## src/rtl/playfield_renderer_if.sv

```systemverilog
// Pixel-stream, grid-RAM and line-clear signals shared by the playfield renderer and its driver.
// The renderer takes the slave modport; the pixel source / RAM / game logic side takes master.
interface playfield_renderer_if #(
  parameter int COLS = 10,
  parameter int ROWS = 20
);
  localparam int ADDR_W = $clog2(ROWS * COLS);

  logic [9:0]        DrawX;
  logic [9:0]        DrawY;
  logic              pix_valid;
  logic              frame_start;
  logic [ADDR_W-1:0] cell_addr;
  logic [2:0]        cell_data;
  logic              clear_req;
  logic [ROWS-1:0]   clear_mask;
  logic              clear_done;
  logic [3:0]        Red;
  logic [3:0]        Green;
  logic [3:0]        Blue;
  logic              out_valid;

  modport master (
    output DrawX, DrawY, pix_valid, frame_start, cell_data, clear_req, clear_mask,
    input  cell_addr, clear_done, Red, Green, Blue, out_valid
  );

  modport slave (
    input  DrawX, DrawY, pix_valid, frame_start, cell_data, clear_req, clear_mask,
    output cell_addr, clear_done, Red, Green, Blue, out_valid
  );
endinterface

```

## src/rtl/playfield_renderer.sv

```systemverilog
// Three-stage playfield pixel renderer: coordinate decode, grid-RAM read, palette/priority colour.
// Define PLAYFIELD_FLASH_EN to build the line-clear flash FSM; otherwise clear_done is tied low.
module playfield_renderer #(
  parameter int COLS         = 10,
  parameter int ROWS         = 20,
  parameter int CELL         = 24,
  parameter int ORIGIN_X     = 100,
  parameter int ORIGIN_Y     = 0,
  parameter int FLASH_FRAMES = 16
) (
  input logic             Clk,
  input logic             Reset,
  playfield_renderer_if.slave bus
);
  localparam int FIELD_W = COLS * CELL;
  localparam int FIELD_H = ROWS * CELL;
  localparam int ADDR_W  = $clog2(ROWS * COLS);

  function automatic logic [11:0] palette(input logic [2:0] code);
    case (code)
      3'd0: return 12'h007;
      3'd1: return 12'h0FF;
      3'd2: return 12'hFF0;
      3'd3: return 12'hA0F;
      3'd4: return 12'h0F0;
      3'd5: return 12'hF00;
      3'd6: return 12'h00F;
      3'd7: return 12'hF80;
    endcase
  endfunction

  // Signed offsets so pixels left of / above the origin stay outside instead of wrapping.
  int                dx;
  int                dy;
  logic              in_field;
  logic              grid;
  logic              outline;
  logic [ADDR_W-1:0] addr_next;

  always_comb begin
    dx        = int'(bus.DrawX) - ORIGIN_X;
    dy        = int'(bus.DrawY) - ORIGIN_Y;
    in_field  = (dx >= 0) && (dx < FIELD_W) && (dy >= 0) && (dy < FIELD_H);
    grid      = ((dx % CELL) == 0) || ((dy % CELL) == 0);
    outline   = (((dx == -1) || (dx == FIELD_W)) && (dy >= 0) && (dy <= FIELD_H)) ||
                ((dy == FIELD_H) && (dx >= -1) && (dx <= FIELD_W));
    addr_next = ADDR_W'((dy / CELL) * COLS + (dx / CELL));
  end

  logic s1_valid, s1_in_field, s1_grid, s1_outline;
  logic s2_valid, s2_in_field, s2_grid, s2_outline;

  always_ff @(posedge Clk) begin
    if (Reset) begin
      s1_valid      <= 1'b0;
      s2_valid      <= 1'b0;
      bus.cell_addr <= '0;
    end else begin
      s1_valid <= bus.pix_valid;
      s2_valid <= s1_valid;
      if (bus.pix_valid && in_field) bus.cell_addr <= addr_next;
    end
  end

  // NOTE: per-pixel flags carry no reset; the reset valid bits make stale contents harmless.
  always_ff @(posedge Clk) begin
    s1_in_field <= in_field;
    s1_grid     <= grid;
    s1_outline  <= outline;
    s2_in_field <= s1_in_field;
    s2_grid     <= s1_grid;
    s2_outline  <= s1_outline;
  end

  logic flash_hit;

`ifdef PLAYFIELD_FLASH_EN
  localparam int ROW_W = (ROWS > 1) ? $clog2(ROWS) : 1;
  localparam int CNT_W = $clog2(FLASH_FRAMES + 1);

  typedef enum logic [1:0] {IDLE, ARM, FLASH, DONE} flash_state_t;

  flash_state_t     state;
  logic [ROWS-1:0]  mask;
  logic [CNT_W-1:0] count;
  logic             phase;
  logic             clear_done_r;
  logic [ROW_W-1:0] s1_row, s2_row;

  always_ff @(posedge Clk) begin
    s1_row <= ROW_W'(dy / CELL);
    s2_row <= s1_row;
  end

  // phase is only written on frame_start, so the override never changes mid-frame.
  always_ff @(posedge Clk) begin
    if (Reset) begin
      state        <= IDLE;
      mask         <= '0;
      count        <= '0;
      phase        <= 1'b0;
      clear_done_r <= 1'b0;
    end else begin
      clear_done_r <= 1'b0;
      case (state)
        IDLE: if (bus.clear_req) begin
          mask  <= bus.clear_mask;
          state <= ARM;
        end
        ARM: if (bus.frame_start) begin
          state <= FLASH;
          count <= '0;
          phase <= 1'b1;
        end
        FLASH: if (bus.frame_start) begin
          count <= count + 1'b1;
          if (count == CNT_W'(FLASH_FRAMES - 1)) begin
            state        <= DONE;
            phase        <= 1'b0;
            clear_done_r <= 1'b1;
          end else if (count[0]) begin
            phase <= ~phase;
          end
        end
        DONE: state <= IDLE;
      endcase
    end
  end

  assign flash_hit      = phase && mask[s2_row];
  assign bus.clear_done = clear_done_r;
`else
  localparam int unused_flash_frames = FLASH_FRAMES;
  logic unused_flash_inputs;

  assign unused_flash_inputs = ^{bus.frame_start, bus.clear_req, bus.clear_mask};
  assign flash_hit           = 1'b0;
  assign bus.clear_done      = 1'b0;
`endif

  logic [11:0] rgb_next;

  always_comb begin
    if (s2_in_field && s2_grid)        rgb_next = 12'h02F;
    else if (s2_in_field && flash_hit) rgb_next = 12'hFFF;
    else if (s2_in_field)              rgb_next = palette(bus.cell_data);
    else if (s2_outline)               rgb_next = 12'h08F;
    else                               rgb_next = 12'h104;
  end

  always_ff @(posedge Clk) begin
    if (Reset) begin
      bus.out_valid                   <= 1'b0;
      {bus.Red, bus.Green, bus.Blue}  <= 12'h000;
    end else begin
      bus.out_valid <= s2_valid;
      if (s2_valid) {bus.Red, bus.Green, bus.Blue} <= rgb_next;
    end
  end
endmodule

```

## src/flat_wrapper.sv

```systemverilog
// flat-port wrapper written by rule: the top's interface ports become plain ports
module playfield_renderer_flat 
#(
  parameter int COLS         = 10,
  parameter int ROWS         = 20,
  parameter int CELL         = 24,
  parameter int ORIGIN_X     = 100,
  parameter int ORIGIN_Y     = 0,
  parameter int FLASH_FRAMES = 16
)
  (Clk, Reset, bus_DrawX, bus_DrawY, bus_pix_valid, bus_frame_start, bus_cell_data, bus_clear_req, bus_clear_mask, bus_cell_addr, bus_clear_done, bus_Red, bus_Green, bus_Blue, bus_out_valid);
  playfield_renderer_if #(.COLS(COLS), .ROWS(ROWS)) bus_i ();
  input logic Clk;
  input logic Reset;
  input wire logic [$bits(bus_i.DrawX)-1:0] bus_DrawX;
  input wire logic [$bits(bus_i.DrawY)-1:0] bus_DrawY;
  input wire logic [$bits(bus_i.pix_valid)-1:0] bus_pix_valid;
  input wire logic [$bits(bus_i.frame_start)-1:0] bus_frame_start;
  input wire logic [$bits(bus_i.cell_data)-1:0] bus_cell_data;
  input wire logic [$bits(bus_i.clear_req)-1:0] bus_clear_req;
  input wire logic [$bits(bus_i.clear_mask)-1:0] bus_clear_mask;
  output wire logic [$bits(bus_i.cell_addr)-1:0] bus_cell_addr;
  output wire logic [$bits(bus_i.clear_done)-1:0] bus_clear_done;
  output wire logic [$bits(bus_i.Red)-1:0] bus_Red;
  output wire logic [$bits(bus_i.Green)-1:0] bus_Green;
  output wire logic [$bits(bus_i.Blue)-1:0] bus_Blue;
  output wire logic [$bits(bus_i.out_valid)-1:0] bus_out_valid;
  assign bus_i.DrawX = bus_DrawX;
  assign bus_i.DrawY = bus_DrawY;
  assign bus_i.pix_valid = bus_pix_valid;
  assign bus_i.frame_start = bus_frame_start;
  assign bus_i.cell_data = bus_cell_data;
  assign bus_i.clear_req = bus_clear_req;
  assign bus_i.clear_mask = bus_clear_mask;
  assign bus_cell_addr = bus_i.cell_addr;
  assign bus_clear_done = bus_i.clear_done;
  assign bus_Red = bus_i.Red;
  assign bus_Green = bus_i.Green;
  assign bus_Blue = bus_i.Blue;
  assign bus_out_valid = bus_i.out_valid;
  playfield_renderer #(.COLS(COLS), .ROWS(ROWS), .CELL(CELL), .ORIGIN_X(ORIGIN_X), .ORIGIN_Y(ORIGIN_Y), .FLASH_FRAMES(FLASH_FRAMES)) u_core (.Clk(Clk), .Reset(Reset), .bus(bus_i));
endmodule
```

## config.mk

```make
export PLATFORM = sky130hd
export DESIGN_NAME = playfield_renderer_flat
export DESIGN_NICKNAME = d
export VERILOG_FILES = /design/src/rtl/playfield_renderer_if.sv /design/src/rtl/playfield_renderer.sv /design/src/flat_wrapper.sv
export SDC_FILE = /design/constraint.sdc
export NUM_CORES = 1
export LEC_CHECK = 0
export CORE_UTILIZATION = 59
export DETAILED_ROUTE_END_ITERATION = 8
export DONT_BUFFER_PORTS = 1
export GPL_TIMING_DRIVEN = 0
export HOLD_SLACK_MARGIN = 0.08
export PLACE_DENSITY = 0.79
export SLEW_MARGIN = 20
export SYNTH_ARGS = -nofsm -noshare
export SYNTH_HDL_FRONTEND = slang
export SYNTH_SLANG_ARGS = --single-unit
export TNS_END_PERCENT = 50
```

## constraint.sdc

```tcl
create_clock -name Clk -period 5.7 [get_ports Clk]
set_input_delay 1.14 -clock Clk [delete_from_list [all_inputs] [get_ports Clk]]
set_output_delay 1.14 -clock Clk [all_outputs]
set_load 0.01 [all_outputs]
```

==> results_tabular.tex, run 1 <==
\begin{tabular}{lr}
\hline
Metric & Value \\
\hline
\multicolumn{2}{l}{\textbf{Pwr}} \\
\quad P\_sw & 282.3 uW \\
\quad Design internal power & 451.6 uW \\
\quad Total power per unit cell area & 222.3 nW/um\^{}2 \\
\quad Clock share of power & 0.202 \\
\quad Proportion of power drawn by combinational gates & 0.528 \\
\quad Worst vdd ir & 0.1172 mV \\
\quad Leakage power & 1.351 nW \\
\quad Sw Ratio & 0.3847 \\
\quad Sequential share of power & 0.271 \\
\multicolumn{2}{l}{\textbf{Detailed routing}} \\
\quad First-iteration detailed-routing DRC count & 131 \\
\quad Routed via count & 2,883 \\
\quad Remaining number of nets flagged by the antenna check after routing & 0 \\
\quad DRC Markers & 0 \\
\quad Vias per cell & 6.031 \\
\quad First-pass iteration count of the detailed router & 5 \\
\quad Total wire length after detailed routing & 7037 microns \\
\quad Routed wire per std cell & 14.72 microns \\
\multicolumn{2}{l}{\textbf{Clocking}} \\
\quad Number of H-tree branching levels & 1 \\
\quad Clock sink total & 26 \\
\quad Hold buffers post-CTS & 0 \\
\quad Total CTS buffers & 3 \\
\quad TritonCTS clock tree & yes \\
\quad Clock transition at the register clock pins on the worst setup and hold paths after CTS & 0.09 ns \\
\quad Clk Tree Root Cell & clkbuf\_8 \\
\quad Bufs on Longest Clock Path & 2 \\
\quad Clk Latency, worst-skew pair & 0.27 ns \\
\multicolumn{2}{l}{\textbf{Setup path}} \\
\quad Crit Path Category & primary input to register \\
\quad Worst Path Required & 5.85 ns \\
\quad Worst Path Max Fanout & 10 \\
\quad Data arrival, critical path & 5.54 ns \\
\quad Most numerous cell on the critical path & ha\_1 \\
\quad CP max stage cell & fa\_1 \\
\quad Capture point of the worst reg-to-reg path & u\_core.bus.Green[2] \\
\quad Largest stage delay, worst path & 0.41 ns \\
\quad CP Cell Sequence & clkbuf\_1 > clkbuf\_1 > ha\_1 > nor2b\_1 > nand2b\_1 > a311oi\_1 > a21o\_1 > and3\_1 > o21ai\_1 > a211o\_1 > a21oi\_2 > xnor2\_1 > a221o\_1 > ha\_1 > ha\_1 > inv\_1 > fa\_1 > inv\_1 > ha\_1 > a21o\_1 > a21oi\_1 > xnor2\_1 > mux2i\_1 > nor2\_1 \\
\quad Cell count along the critical path & 24 \\
\quad Internal reg-to-reg setup slack & 3.96 ns \\
\quad Destination of the critical timing path & u\_core.bus.cell\_addr[7] \\
\quad Kind of cell with the highest combined delay on the critical path & compound AO/OA/AOI/OAI gates \\
\quad Worst reg-to-reg path cell count & 4 \\
\quad Crit Reg-Reg Startpoint & u\_core.s2\_valid \\
\quad Critical path startpoint category & primary input \\
\quad Worst path buffer plus inverter count & 4 \\
\quad Timing startpoint of the critical path & bus\_DrawY[8] \\
\quad CP Capture Type & register \\
\multicolumn{2}{l}{\textbf{Floorplanning}} \\
\quad Ports placed on the boundary & 70 \\
\quad Core Box Area & 4817 sq um \\
\quad Starting utilization of the core area & 0.6229 \\
\quad Die Footprint & 5374 sq um \\
\quad Die width & 73.31 microns \\
\quad Die H & 73.31 microns \\
\quad Number of rows in the core area & 25 \\
\multicolumn{2}{l}{\textbf{Timing}} \\
\quad Worst clock skew on the final layout & 0.007723 ns \\
\quad Worst Tran Pin Value & 0.5423 ns \\
\quad Minimum period implied by the final worst setup slack & 5.384 ns \\
\quad Final Setup Violations & 0 \\
\quad Post-route setup slack & 0.3156 ns \\
\quad Final Cycle Share & 0.9446 \\
\quad Maximum clock frequency & 185.7 MHz \\
\quad Worst rel slew slack & 0.6361 \\
\quad Final number of max-transition violations & 0 \\
\quad Endpoints failing hold & 0 \\
\quad Setup tns final & 0 ns \\
\multicolumn{2}{l}{\textbf{Logic synthesis}} \\
\quad Cell with the most instances after synthesis & nor2\_1 \\
\quad Portion of the post-synthesis area used by sequential elements & 0.1735 \\
\quad Count of flip-flops with a built-in enable after synthesis & 0 \\
\quad Post-synthesis instance total & 406 \\
\quad Dominant register cell in the synthesized netlist & dfxtp\_1 \\
\quad Dominant cell type by area after synthesis & dfxtp\_1 \\
\quad Top cells by instance count after synthesis & nor2\_1 (51), a21oi\_1 (33), nand2\_1 (32) \\
\quad Post-synthesis instance area & 3000 sq um \\
\quad Number of distinct library cells after synthesis & 69 \\
\quad Synth Register Bits & 26 \\
\quad Nets in the synthesized netlist & 478 \\
\quad Most area-consuming cells after synthesis & dfxtp\_1 (17\%), ha\_1 (9.2\%), nor2\_1 (6.4\%) \\
\quad Share of synthesized registers carrying an async set or reset & 0 \\
\quad Synth warnings & 0 \\
\quad Fraction of post-synthesis cell area in the top cell type by area & 0.1735 \\
\quad Average cell area after synthesis & 7.390 sq um \\
\multicolumn{2}{l}{\textbf{Global routing}} \\
\quad Remaining Overflow, GRT & 0 \\
\quad Largest net degree at the start of global routing & 16 \\
\quad Global-route wire length before repair & 10,940 microns \\
\quad Overall Global Routing Usage & 0.2524 \\
\quad Via count of the first global-routing pass & 2,528 \\
\quad Initial antenna violation count & 0 \\
\quad Top Usage Layer GRT & met2 \\
\quad Met1 Use GR & 0.3353 \\
\quad GR Util met3 & 0.03292 \\
\quad Met2 demand-to-capacity share in global routing & 0.4321 \\
\multicolumn{2}{l}{\textbf{Placement}} \\
\quad Dpl hpwl & 5341 microns \\
\quad Setup Slack @ Placement & -0.3883 ns \\
\quad Number of port buffers & 0 \\
\quad Routability-driven placement congestion ratio & 0.9847 \\
\quad DP Area & 3084 sq um \\
\multicolumn{2}{l}{\textbf{Layout}} \\
\quad Final Net Count & 484 \\
\quad Number of antenna repair diodes & 0 \\
\quad Fraction of final layout cells with drive strength greater than 1 & 0.1217 \\
\quad Core occupancy in the finished layout & 0.6852 \\
\quad Fillers & 421 \\
\quad Area added between synthesis and finish & 10.01\% \\
\quad Final std cell area, no fill & 3301 sq um \\
\multicolumn{2}{l}{\textbf{Hold path}} \\
\quad Class of the most critical hold timing path & register to register \\
\multicolumn{2}{l}{\textbf{Run status}} \\
\quad Result of the run & completed \\
\multicolumn{2}{l}{\textbf{Run}} \\
\quad Total of max-cap violations & 0 \\
\hline
\end{tabular}
power by group through the flow:
stage / registers [mW] / logic, mW / clock network, mW
after floorplan: 0.201 / 0.300 / 0
after global placement: 0.203 / 0.350 / 0
after detailed placement: 0.203 / 0.365 / 0
after CTS: 0.199 / 0.369 / 0.151
after global routing: 0.200 / 0.430 / 0.161
final: 0.199 / 0.387 / 0.148
metrics by stage:
stage	hold WS (ns)	std cells	total power, mW
4_1_cts	0.3274	477	0.7191
6_report	0.3224	478	0.7339
5_1_grt	0.3332	478	0.7901
2_1_floorplan	0.3096	406	0.5015
3_3_place_gp	0.3118	473	0.5526
3_5_place_dp	0.3121	473	0.5678
sequential cells by signal (all words and copies together), names as in the netlist:
register              flops
u_core.bus.cell_addr      8
u_core.bus.Blue           3
u_core.bus.Green          3
u_core.bus.Red            3
u_core.bus.out_valid      1
u_core.s1_grid            1
u_core.s1_in_field        1
u_core.s1_outline         1
u_core.s1_valid           1
u_core.s2_grid            1
u_core.s2_in_field        1
u_core.s2_outline         1
u_core.s2_valid           1
layout by cell type, fill, tap and decap left out, types with 5 or more instances in the layout:
cell type and instances:
mux2i_1 11, nor2b_1 5, clkbuf_1 11, nor3_1 10
o21ai_1 8, nor2_1 51, xnor2_1 16, nand2b_1 6
xor2_1 6, and3_1 5, nand4_1 6, dfxtp_1 26
buf_4 6, a31oi_1 6, inv_1 20, o22ai_1 5
nand3_1 10, nand2_1 31, a21oi_1 30, o21ai_0 21
a211oi_1 5, ha_1 22, a21o_1 7
worst min path at each step:
stage,end,cells after the start,startpoint,slack [ns]
5_1_grt,u_core.s2_in_field,0,u_core.s1_in_field,0.33
2_1_floorplan,u_core.s2_grid,0,u_core.s1_grid,0.31
3_5_place_dp,u_core.s2_outline,0,u_core.s1_outline,0.31
4_1_cts,u_core.s2_in_field,0,u_core.s1_in_field,0.33
6_report,u_core.s2_in_field,0,u_core.s1_in_field,0.32
3_3_place_gp,u_core.s2_outline,0,u_core.s1_outline,0.31
what timing repair did:
item                       in CTS  in global routing
pin swaps                       0                  2
setup endpoints to repair       1                  3
setup buffers                   0                  1
resized for setup               3                 28
layer usage:
metal,part of all wire,vias to the layer above
li1,-,1457
met2,0.50,82
met5,0,-
met3,0.044,7
met1,0.45,1337
met4,0.0097,0
area by class of cell:
| cell class | instances | area [sq um] | area share |
|---|---|---|---|
| Buffer | 24 | 137.6 | 0.04170 |
| Multi-Input combinational cell | 334 | 2397 | 0.7263 |
| Timing Repair Buffer | 1 | 7.507 | 0.002274 |
| Clock inverter | 1 | 30.03 | 0.009098 |
| Inverter | 22 | 82.58 | 0.02502 |
| Sequential cell | 26 | 520.5 | 0.1577 |
| Clock buffer | 3 | 41.29 | 0.01251 |
| Tap cell | 67 | 83.83 | 0.02540 |
cells by family after synthesis:
| group | count (synthesis) | share of synthesized area |
|---|---|---|
| multiplexers | 11 | 0.03670 |
| buffers and inverters | 46 | 0.07047 |
| AO/OA/AOI/OAI | 124 | 0.2865 |
| adder cells (fa/ha/maj) | 24 | 0.1051 |
| other | 1 | 0.001250 |
| XOR/XNOR | 27 | 0.08591 |
| flip-flops | 26 | 0.1735 |
| AND/OR/NAND/NOR | 147 | 0.2406 |
Power figures use the tool's default switching activity.
==> inputs of run 2 (changes only) <==
- MAX_ROUTING_LAYER: unset -> met4
- PLACE_DENSITY: 0.79 -> 0.78
==> run 2 against run 1 <==
Combinational power hardly changed. Sequential share of layout area is essentially flat. Count of clock-buffer cells in the layout stayed put. Maximum frequency down 0.67%. Register-to-register slack better by 0.07 ns. Routed wire length up 0.50%. Worst setup slack lost 0.036 ns. Critical path depth grew 2. Sequential power hardly changed. Critical endpoint unchanged.
==> results_tabular.tex, run 2 (same netlist as run 1, synthesis figures left out) <==
\begin{tabular}{lr}
\hline
Metric & Value \\
\hline
\multicolumn{2}{l}{\textbf{Pwr}} \\
\quad Total power per unit cell area & 222.3 nW/um\^{}2 (about the same) \\
\quad Leakage power & 1.350 nW (was 1.351 nW) \\
\quad Worst vdd ir & 0.1313 mV (was 0.1172 mV) \\
\multicolumn{2}{l}{\textbf{Timing}} \\
\quad Minimum period implied by the final worst setup slack & 5.421 ns (was 5.384 ns) \\
\quad Worst clock skew on the final layout & 0.01029 ns (was 0.007723 ns) \\
\quad Final Setup Violations & 0 (unchanged) \\
\quad Worst rel slew slack & 0.5265 (was 0.6361) \\
\quad Maximum clock frequency & 184.5 MHz (was 185.7 MHz) \\
\quad Final number of max-transition violations & 0 (unchanged) \\
\quad Worst Tran Pin Value & 0.7052 ns (was 0.5423 ns) \\
\quad Final Cycle Share & 0.9510 (was 0.9446) \\
\quad Endpoints failing hold & 0 (unchanged) \\
\quad Post-route setup slack & 0.2793 ns (was 0.3156 ns) \\
\multicolumn{2}{l}{\textbf{Clocking}} \\
\quad Clock transition at the register clock pins on the worst setup and hold paths after CTS & 0.09 ns (about the same) \\
\quad Clock sink total & 26 (unchanged) \\
\quad Clk Latency, worst-skew pair & 0.27 ns (about the same) \\
\quad Bufs on Longest Clock Path & 2 (unchanged) \\
\quad TritonCTS clock tree & yes (unchanged) \\
\quad Clk Tree Root Cell & clkbuf\_8 (unchanged) \\
\quad Number of H-tree branching levels & 1 (unchanged) \\
\quad Total CTS buffers & 3 (unchanged) \\
\multicolumn{2}{l}{\textbf{Floorplanning}} \\
\quad Ports placed on the boundary & 70 (unchanged) \\
\quad Number of rows in the core area & 25 (unchanged) \\
\quad Core Box Area & 4817 sq um (unchanged) \\
\quad Die Footprint & 5374 sq um (unchanged) \\
\quad Starting utilization of the core area & 0.6229 (unchanged) \\
\quad Die width & 73.31 microns (unchanged) \\
\quad Die H & 73.31 microns (unchanged) \\
\multicolumn{2}{l}{\textbf{Detailed routing}} \\
\quad Routed via count & 2,876 (was 2,883) \\
\quad Routed wire per std cell & 14.73 microns (was 14.72 microns) \\
\quad First-iteration detailed-routing DRC count & 155 (was 131) \\
\quad Vias per cell & 5.992 (was 6.031) \\
\quad Total wire length after detailed routing & 7072 microns (was 7037 microns) \\
\quad First-pass iteration count of the detailed router & 4 (was 5) \\
\quad DRC Markers & 0 (unchanged) \\
\quad Remaining number of nets flagged by the antenna check after routing & 0 (unchanged) \\
\multicolumn{2}{l}{\textbf{Run status}} \\
\quad Result of the run & completed (unchanged) \\
\multicolumn{2}{l}{\textbf{Layout}} \\
\quad Number of antenna repair diodes & 0 (unchanged) \\
\quad Final Net Count & 486 (was 484) \\
\quad Leading cell types in the layout, fill and taps excluded & nor2\_1 (51), nand2\_1 (31), a21oi\_1 (30) (unchanged) \\
\quad Fraction of final layout cells with drive strength greater than 1 & 0.1186 (was 0.1217) \\
\quad Area added between synthesis and finish & 9.717\% (was 10.01\%) \\
\quad Core occupancy in the finished layout & 0.6834 (was 0.6852) \\
\quad Flip-flop count of the largest register after layout & 8 (unchanged) \\
\quad Largest reg by FF count & u\_core.bus.cell\_addr (unchanged) \\
\quad Most common cell after layout, fill and taps aside & nor2\_1 (unchanged) \\
\multicolumn{2}{l}{\textbf{Global routing}} \\
\quad Via count of the first global-routing pass & 2,578 (was 2,528) \\
\quad Global-route wire length before repair & 11,270 microns (was 10,940 microns) \\
\quad Remaining Overflow, GRT & 0 (unchanged) \\
\quad Overall Global Routing Usage & 0.2676 (was 0.2524) \\
\quad Largest net degree at the start of global routing & 16 (unchanged) \\
\quad Initial antenna violation count & 0 (unchanged) \\
\multicolumn{2}{l}{\textbf{Placement}} \\
\quad Setup Slack @ Placement & -0.4034 ns (was -0.3883 ns) \\
\quad Routability-driven placement congestion ratio & 0.9645 (was 0.9847) \\
\quad Number of port buffers & 0 (unchanged) \\
\quad Dpl hpwl & 5292 microns (was 5341 microns) \\
\multicolumn{2}{l}{\textbf{Setup path}} \\
\quad Timing startpoint of the critical path & bus\_DrawX[2] (was bus\_DrawY[8]) \\
\quad Internal reg-to-reg setup slack & 4.03 ns (was 3.96 ns) \\
\quad Worst Path Required & 5.86 ns (was 5.85 ns) \\
\quad Capture point of the worst reg-to-reg path & u\_core.bus.Green[2] (unchanged) \\
\quad Crit Path Category & primary input to register (unchanged) \\
\quad Crit Reg-Reg Startpoint & u\_core.s2\_valid (unchanged) \\
\quad Destination of the critical timing path & u\_core.bus.cell\_addr[7] (unchanged) \\
\quad Worst reg-to-reg path cell count & 4 (unchanged) \\
\quad CP Capture Type & register (unchanged) \\
\quad Critical path startpoint category & primary input (unchanged) \\
\quad Worst Path Max Fanout & 10 (unchanged) \\
\quad Data arrival, critical path & 5.58 ns (was 5.54 ns) \\
\multicolumn{2}{l}{\textbf{Hold path}} \\
\quad Class of the most critical hold timing path & register to register (unchanged) \\
\multicolumn{2}{l}{\textbf{Run}} \\
\quad Total of max-cap violations & 0 (unchanged) \\
\hline
\end{tabular}
## run 2: cell count changes in the layout (fill, tap and decap cells not counted), sizes merged
| cell | before | now |
|---|---|---|
| buf | 13 | 15 |
## run 2: how the worst min path moves through the flow
stage	cells after the start	slack (ns)	start	end
after CTS	0	0.33	u_core.s1_outline	u_core.s2_outline
after detailed placement	0	0.31	u_core.s1_grid	u_core.s2_grid
final	0	0.33	u_core.s1_outline	u_core.s2_outline
after global placement	0	0.31	u_core.s1_outline	u_core.s2_outline
after floorplan	0	0.31	u_core.s1_grid	u_core.s2_grid
after global routing	0	0.33	u_core.s1_outline	u_core.s2_outline
## run 2: where the power goes
group,switching (mW),internal (mW)
Combinational,0.217,0.167
Sequential,0.00826,0.191
Clock,0.0549,0.0939
## run 2: worst max-delay path, cell delays in order
cell	delay, ns
buf_6	0.12
inv_1	0.05
ha_1	0.23
buf_4	0.19
a2111oi_4	0.38
nor3_4	0.10
xor2_2	0.20
xnor3_1	0.39
a211oi_1	0.28
a211oi_1	0.10
and3_4	0.22
a211oi_2	0.23
or2_1	0.14
ha_1	0.15
a21boi_0	0.25
o21ai_0	0.11
nand2_1	0.07
o21ai_0	0.10
ha_1	0.34
inv_1	0.09
o21bai_1	0.08
a21o_1	0.19
a21oi_1	0.17
xnor2_1	0.09
mux2i_1	0.12
nor2_1	0.05
## run 2: repair_timing
item | 4_1_cts | 5_1_grt
setup endpoints to repair | 1 | 3
pin swaps | 0 | 2
setup buffers | 0 | 3
hold buffers | 0 | 0
resized for setup | 2 | 22
gates cloned | 0 | 0
## run 2: per-stage QoR
step / cells / hold slack (ns) / cell area (sq um) / setup TNS, ns / total power, mW
after detailed placement: 473 / 0.3121 / 3084 / -0.8090 / 0.5658
after floorplan: 406 / 0.3096 / 3000 / 0 / 0.5015
after global placement: 473 / 0.3115 / 3084 / -0.3857 / 0.5537
after CTS: 477 / 0.3314 / 3163 / 0 / 0.7153
final: 480 / 0.3266 / 3292 / 0 / 0.7316
after global routing: 480 / 0.3342 / 3292 / -0.01108 / 0.7915
## run 2: metal layers
metal	share of wire	GRT usage
met5	0	-
met4	0.0065	0.04487
met3	0.045	0.03978
met2	0.50	0.4599
met1	0.45	0.3384
## run 2: area by class of cell
class	count	area [sq um]
clock inverter	1	30.03
buffer	24	133.9
clock buffer	3	41.29
inverter	22	82.58
sequential	26	520.5
timing repair buffer	3	22.52
fill	440	1525
tap	67	83.83
multi-input combinational	334	2377
